==> src/rtl/div_iter_pkg.sv <==
// Shared state codes, handshake constants and two's-complement helpers
// for the iterative divider.
package div_iter_pkg;

  typedef enum logic [1:0] {
    DivFree   = 2'b00,
    DivByZero = 2'b01,
    DivOn     = 2'b10,
    DivEnd    = 2'b11
  } div_state_e;

  localparam logic       DivResultReady    = 1'b1;
  localparam logic       DivResultNotReady = 1'b0;
  localparam logic       DivStart          = 1'b1;
  localparam logic       DivStop           = 1'b0;
  localparam logic [5:0] DivIterCnt        = 6'd32;

  function automatic logic [31:0] neg32(input logic [31:0] v);
    return ~v + 32'd1;
  endfunction

  // Magnitude of a 32-bit operand; unsigned operands pass through untouched.
  function automatic logic [31:0] abs32(input logic [31:0] v, input logic is_signed);
    if (is_signed && v[31]) begin
      return neg32(v);
    end else begin
      return v;
    end
  endfunction

endpackage

==> src/rtl/div_iter_if.sv <==
// Request/result bundle between the EX stage (master) and the divider (slave).
interface div_iter_if;
  logic        signed_div_i;
  logic [31:0] opdata1_i;
  logic [31:0] opdata2_i;
  logic        start_i;
  logic        annul_i;
  logic [63:0] result_o;
  logic        ready_o;

  modport master (
    output signed_div_i, opdata1_i, opdata2_i, start_i, annul_i,
    input  result_o, ready_o
  );

  modport slave (
    input  signed_div_i, opdata1_i, opdata2_i, start_i, annul_i,
    output result_o, ready_o
  );
endinterface

==> src/rtl/div_iter.sv <==
// Iterative 32-bit radix-2 restoring divider for DIV/DIVU.
// Result is {remainder, quotient}, held while EX keeps start high.
module div_iter
  import div_iter_pkg::*;
(
  input  logic       clk,
  input  logic       rst,
  div_iter_if.slave  bus
);

  div_state_e  state_r;
  logic [5:0]  cnt_r;
  logic [64:0] dividend_r;
  logic [31:0] divisor_r;
  logic        signed_r;
  logic        op1_neg_r;
  logic        op2_neg_r;
  logic [63:0] result_r;
  logic        ready_r;

  logic [32:0] diff_s;
  logic [31:0] op1_abs_s;
  logic [31:0] op2_abs_s;
  logic [31:0] quot_s;
  logic [31:0] rem_s;

  // Trial subtract, operand magnitudes and sign fixup of the finished result.
  always_comb begin
    diff_s    = {1'b0, dividend_r[63:32]} - {1'b0, divisor_r};
    op1_abs_s = abs32(bus.opdata1_i, bus.signed_div_i);
    op2_abs_s = abs32(bus.opdata2_i, bus.signed_div_i);
    if (signed_r && (op1_neg_r ^ op2_neg_r)) begin
      quot_s = neg32(dividend_r[31:0]);
    end else begin
      quot_s = dividend_r[31:0];
    end
    // Remainder takes the sign of the dividend.
    if (signed_r && op1_neg_r) begin
      rem_s = neg32(dividend_r[64:33]);
    end else begin
      rem_s = dividend_r[64:33];
    end
  end

  // Divider control FSM with datapath and registered outputs.
  always_ff @(posedge clk or posedge rst) begin
    if (rst) begin
      state_r    <= DivFree;
      cnt_r      <= 6'd0;
      dividend_r <= 65'd0;
      divisor_r  <= 32'd0;
      signed_r   <= 1'b0;
      op1_neg_r  <= 1'b0;
      op2_neg_r  <= 1'b0;
      result_r   <= 64'd0;
      ready_r    <= DivResultNotReady;
    end else begin
      case (state_r)
        DivFree: begin
          result_r <= 64'd0;
          ready_r  <= DivResultNotReady;
          if ((bus.start_i == DivStart) && !bus.annul_i) begin
            signed_r   <= bus.signed_div_i;
            op1_neg_r  <= bus.signed_div_i & bus.opdata1_i[31];
            op2_neg_r  <= bus.signed_div_i & bus.opdata2_i[31];
            divisor_r  <= op2_abs_s;
            dividend_r <= {32'd0, op1_abs_s, 1'b0};
            cnt_r      <= 6'd0;
            if (bus.opdata2_i == 32'd0) begin
              state_r <= DivByZero;
            end else begin
              state_r <= DivOn;
            end
          end else begin
            state_r <= DivFree;
          end
        end
        DivByZero: begin
          result_r <= 64'd0;
          ready_r  <= DivResultReady;
          state_r  <= DivEnd;
        end
        DivOn: begin
          if (bus.annul_i) begin
            state_r <= DivFree;
            ready_r <= DivResultNotReady;
          end else if (cnt_r != DivIterCnt) begin
            if (diff_s[32]) begin
              dividend_r <= {dividend_r[63:0], 1'b0};
            end else begin
              dividend_r <= {diff_s[31:0], dividend_r[31:0], 1'b1};
            end
            cnt_r <= cnt_r + 6'd1;
          end else begin
            result_r <= {rem_s, quot_s};
            ready_r  <= DivResultReady;
            state_r  <= DivEnd;
            cnt_r    <= 6'd0;
          end
        end
        DivEnd: begin
          if ((bus.start_i == DivStop) || bus.annul_i) begin
            state_r  <= DivFree;
            result_r <= 64'd0;
            ready_r  <= DivResultNotReady;
          end else begin
            state_r <= DivEnd;
          end
        end
        default: begin
          state_r  <= DivFree;
          result_r <= 64'd0;
          ready_r  <= DivResultNotReady;
        end
      endcase
    end
  end

  assign bus.result_o = result_r;
  assign bus.ready_o  = ready_r;

endmodule
==> src/flat_wrapper.sv <==
// flat-port wrapper written by rule: the top's interface ports become plain ports
module div_iter_flat import div_iter_pkg::*;
  (clk, rst, bus_signed_div_i, bus_opdata1_i, bus_opdata2_i, bus_start_i, bus_annul_i, bus_result_o, bus_ready_o);
  div_iter_if bus_i ();
  input  logic clk;
  input  logic rst;
  input wire logic [$bits(bus_i.signed_div_i)-1:0] bus_signed_div_i;
  input wire logic [$bits(bus_i.opdata1_i)-1:0] bus_opdata1_i;
  input wire logic [$bits(bus_i.opdata2_i)-1:0] bus_opdata2_i;
  input wire logic [$bits(bus_i.start_i)-1:0] bus_start_i;
  input wire logic [$bits(bus_i.annul_i)-1:0] bus_annul_i;
  output wire logic [$bits(bus_i.result_o)-1:0] bus_result_o;
  output wire logic [$bits(bus_i.ready_o)-1:0] bus_ready_o;
  assign bus_i.signed_div_i = bus_signed_div_i;
  assign bus_i.opdata1_i = bus_opdata1_i;
  assign bus_i.opdata2_i = bus_opdata2_i;
  assign bus_i.start_i = bus_start_i;
  assign bus_i.annul_i = bus_annul_i;
  assign bus_result_o = bus_i.result_o;
  assign bus_ready_o = bus_i.ready_o;
  div_iter u_core (.clk(clk), .rst(rst), .bus(bus_i));
endmodule
==> config.mk <==
export PLATFORM = sky130hd
export DESIGN_NAME = div_iter_flat
export DESIGN_NICKNAME = d
export VERILOG_FILES = /design/src/rtl/div_iter_pkg.sv /design/src/rtl/div_iter_if.sv /design/src/rtl/div_iter.sv /design/src/flat_wrapper.sv
export SDC_FILE = /design/constraint.sdc
export NUM_CORES = 1
export LEC_CHECK = 0
export BUFFER_PORTS_ARGS = -buffer_cell sky130_fd_sc_hd__buf_2
export CORE_ASPECT_RATIO = 0.6
export CORE_MARGIN = 2
export CORE_UTILIZATION = 64
export DETAILED_ROUTE_END_ITERATION = 8
export HOLD_SLACK_MARGIN = 0.12
export PLACE_DENSITY = 0.85
export SYNTH_ARGS = -nofsm -noshare
export SYNTH_HDL_FRONTEND = slang
export SYNTH_SLANG_ARGS = --single-unit
==> constraint.sdc <==
create_clock -name clk -period 9.1 [get_ports clk]
set_clock_uncertainty 0.05 [all_clocks]
set_input_delay 0.455 -clock clk [delete_from_list [all_inputs] [get_ports clk]]
set_output_delay 0.455 -clock clk [all_outputs]
set_load 0.02 [all_outputs]
# Word-level counts from Yosys, hierarchy flattened
# Cells that the tools add are included.
# classes
add_sub_neg,6
n_reduce_logical,16
mux,27
n_eq_ne,10
n_bitwise,8
# op_table
operator,n
$mux W65,4
$mux W64,3
$pmux W64 S3,1
$pmux W65 S2,1
$add A32 B1 Y32 const B,4
$mux W32,4
$not A32 Y32,4
$sub A32 B32 Y33,1
$logic_not A32 Y1,1
$mux W6,3
$pmux W6 S2,1
$mux W2,5
$pmux W2 S4,1
$add A6 B1 Y6 const B,1
$ne A2 B1 Y1 const B,3
$ne A6 B6 Y1 const B,1
$reduce_and A3 Y1,2
$logic_and A1 B1 Y1,5
$eq A2 B2 Y1 const B,2
$ne A2 B2 Y1 const B,2
$pmux W1 S4,1
$reduce_and A2 Y1,2
$reduce_and A4 Y1,1
$mux W1,3
other kinds (10),11
# word_totals
output_inout_bits,65
register_bits,173
word_cells,76
in_bits,69

# Depth between registers and ports, before layout
# depth
word_depth,6
ltp_mapped,12
mapped_depth_nobuf,11

# Worst setup path before layout
# OpenSTA, ideal clock, no wires.
# synth_timing
path_kind,register to register
start,register u_core.divisor_r[0]
end,register u_core.dividend_r[43]
path_buffers,1
required_time_ps,8918
period_less_slack_ps,3049
path_stages_with_launch,12
slack_ps,6051
arrival_ps,2867
setup_time_ps,132
path_cell_list,dfrtp_1 > ha_1 > fa_1 > nor2b_1 > o31ai_1 > a31oi_1 > a21o_1 > a21oi_1 > o21ai_1 > buf_2 > mux2i_1 > o21ai_1
# synth_between
elab_chain_len,5
# synth_lines
element,line_no,source
"start, declared",div_iter.sv:14,logic [31:0] divisor_r;
"start signal, assigned",div_iter.sv:66,divisor_r <= op2_abs_s;
$sub A32 B32 Y33,div_iter.sv:29,"diff_s = {1'b0, dividend_r[63:32]} - {1'b0, divisor_r};"
$mux W65,div_iter.sv:88,if (diff_s[32]) begin
$mux W65,div_iter.sv:87,end else if (cnt_r != DivIterCnt) begin
$mux W65,div_iter.sv:84,if (bus.annul_i) begin
$pmux W65 S2,div_iter.sv:58,case (state_r)
"end signal, assigned",div_iter.sv:67,"dividend_r <= {32'd0, op1_abs_s, 1'b0};"
"end signal, assigned",div_iter.sv:89,"dividend_r <= {dividend_r[63:0], 1'b0};"
"end signal, assigned",div_iter.sv:91,"dividend_r <= {diff_s[31:0], dividend_r[31:0], 1'b1};"
"end, declared",div_iter.sv:13,logic [64:0] dividend_r;
# Every way passes these cells. The select of a mux whose other input is x is not followed.
# A chain may end at the register's enable or synchronous reset.

# Worst setup path in the final report
# layout_timing
start,register u_core.dividend_r[32]
end,register u_core.dividend_r[61]
# layout_between
elab_chain_len,5
# layout_lines
element,line_no
$sub A32 B32 Y33,div_iter.sv:29
$mux W65,div_iter.sv:88
$mux W65,div_iter.sv:87
$mux W65,div_iter.sv:84
$pmux W65 S2,div_iter.sv:58
# Every way passes these cells. The select of a mux whose other input is x is not followed.

==> reports/metrics.yaml <==
yosys:
  synthesis.nets: 1487
  seq_area_frac_synth_pct: 38.37
  synth_area_per_cell_sq_um: 8.212
  ys_ff_latch: 173
  synth_area_leaders: "dfrtp_1, nand2_1, o21ai_0"
  yosys.area_share.simple_pct: 17.52
  synthCells: 1374
  synth_area_sq_mm: 0.01128
  synthXorXnorAreaFrac_pct: 11.10
  synth_cell_type_count: 59
  ys_warn_count: 0
  synth.mux.area_fraction_pct: 2.428
  synth_compound_area_share_pct: 21.56
  synth_edf_count: 0
  netlist.area_leader.share_pct: 38.37
  synth_top_family_by_area: "compound AO/OA/AOI/OAI gates"
  ys.flop_type: "dfrtp_1"
  yosysTopAreaCell: "dfrtp_1"
  yosys.area_share.adder_pct: 4.946
  netlist_top_cells_count: "nand2_1, dfrtp_1, o21ai_0, nor2_1, a21oi_1"
  synthArstFlopShare_pct: 100.0
  yosysMostFrequentCell: "nand2_1"
place:
  hpwl_microns: 22180
  place_area_sq_mm: 0.01207
  gp_congestion: 0.9848
  place_inst: 1681
  dp_slack_ns: 5.361
  numPortBuffers: 133
setup_path:
  cp.required_ns: 9.39
  r2r_end: "u_core.dividend_r[61]"
  path_class: "reg2reg"
  endpoint_kind: "flip-flop"
  timing.rr.start: "u_core.dividend_r[32]"
  start_kind: "flip-flop"
  critPathMaxFanout: 15
  crit_arrival_ns: 4.07
  worst_r2r_path_depth: 12
  ff2ff_setup_slack_ns: 5.32
clocking:
  cts_buffers: 17
  clock_sinks: 173
  tritoncts: "built"
  cts.root.buffer_cell: "clkbuf_16"
  cts_htree_levels: 4
  cts_setup_buffers: 0
  clkSlewWorstSetupHoldPaths_ns: 0.08
  ctsHoldBuffers: 0
  clk_path_buf_depth: 2
  cts_resized: 0
  clk_latency_ns: 0.43
floorplanning:
  die_area_sq_mm: 0.01874
  die_w_microns: 175.4
  row_count: 37
  pin_count: 134
  core-area_sq_mm: 0.01718
  start_util_pct: 65.70
  die_h_microns: 106.9
drt:
  drt_iter0_drc: 1098
  drc: 0
  vias: 10346
  wl_per_cell_microns: 17.63
  wirelength_microns: 30210
  detail_route.vias_per_cell: 6.040
  dr.pass1.iters: 5
  ant_nets: 0
finish:
  drive_above_1_share_pct: 12.98
  seq_area_sq_mm: 0.004329
  fin_area_sq_mm: 0.01267
  final_cell_count_no_fill: 1713
  num-nets-final: 1579
  num_antenna_cells: 0
  multi_input_area_sq_mm: 0.006513
  syn2layout_area_growth_pct: 12.26
  nFillCells: 1338
sta:
  finalWorstSetupSlack_ns: 5.325
  min_period_ns: 3.775
  hold_viol_final: 0
  final.setup.tns_ns: 0
  max_freq_ghz: 0.2649
  rsz0062_at_grt: "false"
  setup_viol: 0
  min_period_over_period_pct: 41.49
  relSlewSlack_pct: 18.41
  tightest_slew_ns: 1.224
  slew_violations: 0
  holdWs_ns: 0.1772
job:
  drv_cap: 0
global_route:
  grtUsageTotal_pct: 33.44
  antenna_found_initial: 0
  grt_pass1_wl_microns: 49530
  overflow: 0
  grt_pass1_vias: 9349
  grt_max_degree: 101
worst_hold_path:
  holdCritPathClass: "in2async"
power:
  powerDensity_mw_per_mm2: 251.3
  vdd_ir_drop_max_uv: 237.3
  p_leak_uw: 0.005726
run_status:
  status: "finished, final reports clean"
## where the power goes
group | switching (uW) | internal (uW) | total, uW
registers | 172 | 924 | 1100
logic | 857 | 489 | 1350
clock network | 349 | 393 | 742
total | 1380 | 1810 | 3180
## per-stage QoR
step / utilization [%] / total power, uW
3_3_place_gp: 70.26 / 2381
3_5_place_dp: 70.26 / 2409
5_1_grt: 73.75 / 3402
6_report: 73.75 / 3184
2_1_floorplan: - / 2066
4_1_cts: 73.75 / 3156
## sequential cells by signal, summed over array words and instances, names as in the netlist, 2 cells and up
register / count
u_core.cnt_r: 6
u_core.divisor_r: 32
u_core.dividend_r: 65
u_core.bus.result_o: 64
u_core.state_r: 2
## how the worst max path moves through the flow
stage	from	endpoint	cells after the start
2_1_floorplan	rst	u_core.bus.ready_o	1
4_1_cts	u_core.dividend_r[32]	u_core.dividend_r[61]	12
3_3_place_gp	u_core.divisor_r[0]	u_core.dividend_r[61]	11
3_5_place_dp	u_core.dividend_r[32]	u_core.dividend_r[61]	12
6_report	u_core.dividend_r[32]	u_core.dividend_r[61]	12
5_1_grt	u_core.dividend_r[32]	u_core.dividend_r[61]	12
## routing by layer
| metal | GRT usage, % | share of wire (%) | up-vias |
|---|---|---|---|
| li1 | - | - | 4979 |
| met5 | 0 | 0 | - |
| met3 | 9.007 | 12 | 27 |
| met1 | 55.47 | 50 | 4849 |
| met4 | 5.785 | 0.64 | 0 |
| met2 | 42.69 | 38 | 491 |
## worst max-delay path, cell delays in order, from the launching register on
cell	delay [ns]
dfrtp_1	0.36
inv_1	0.08
ha_1	0.20
fa_1	0.41
nor2b_1	0.18
o31ai_1	0.13
a31oi_1	0.36
a21o_1	0.19
a21oi_1	0.17
o21ai_2	0.64
buf_4	0.39
nand2_1	0.22
o21ai_0	0.28
## placed cells by master (no fill, tap or decap), drive strengths merged, types with 3 or more instances in the layout
cell type / synthesis / final
nor3: 17 / 17
a32oi: 9 / 9
o22ai: 3 / 3
nand2b: 8 / 8
nor2: 92 / 92
clkbuf: 61 / 17
or2: 8 / 8
xnor2: 69 / 69
nand2: 228 / 228
nand4: 12 / 12
mux2: 3 / 3
and3: 3 / 3
ha: 43 / 43
xor2: 74 / 74
o41ai: 12 / 12
clkinv: 0 / 4
a21oi: 91 / 91
or3: 11 / 11
a31oi: 10 / 10
and2: 6 / 6
buf: 7 / 141
o21a: 11 / 11
a211oi: 7 / 7
inv: 54 / 62
a21o: 11 / 11
nand3: 13 / 13
o31ai: 26 / 26
nor2b: 8 / 8
o21ai: 226 / 226
dfrtp: 173 / 173
nor4: 16 / 16
or4: 12 / 12
mux2i: 24 / 24
## cells by family after synthesis
logic type / count (synthesis)
xor gates and xnor gates: 143
DFF: 173
buffers and inverters: 122
muxes: 27
adders and majority gates: 44
and+or+nand+nor: 441
AOI/OAI and AO/OA: 424
## cell type report
class	instances	area share, %
multi-input combinational	1079	51.41
sequential	173	34.18
timing repair buffer	141	5.729
clock buffer	17	3.358
tap	234	2.311
inverter	54	1.640
clock inverter	15	1.373
No activity file was read; power rests on OpenSTA's default activity.
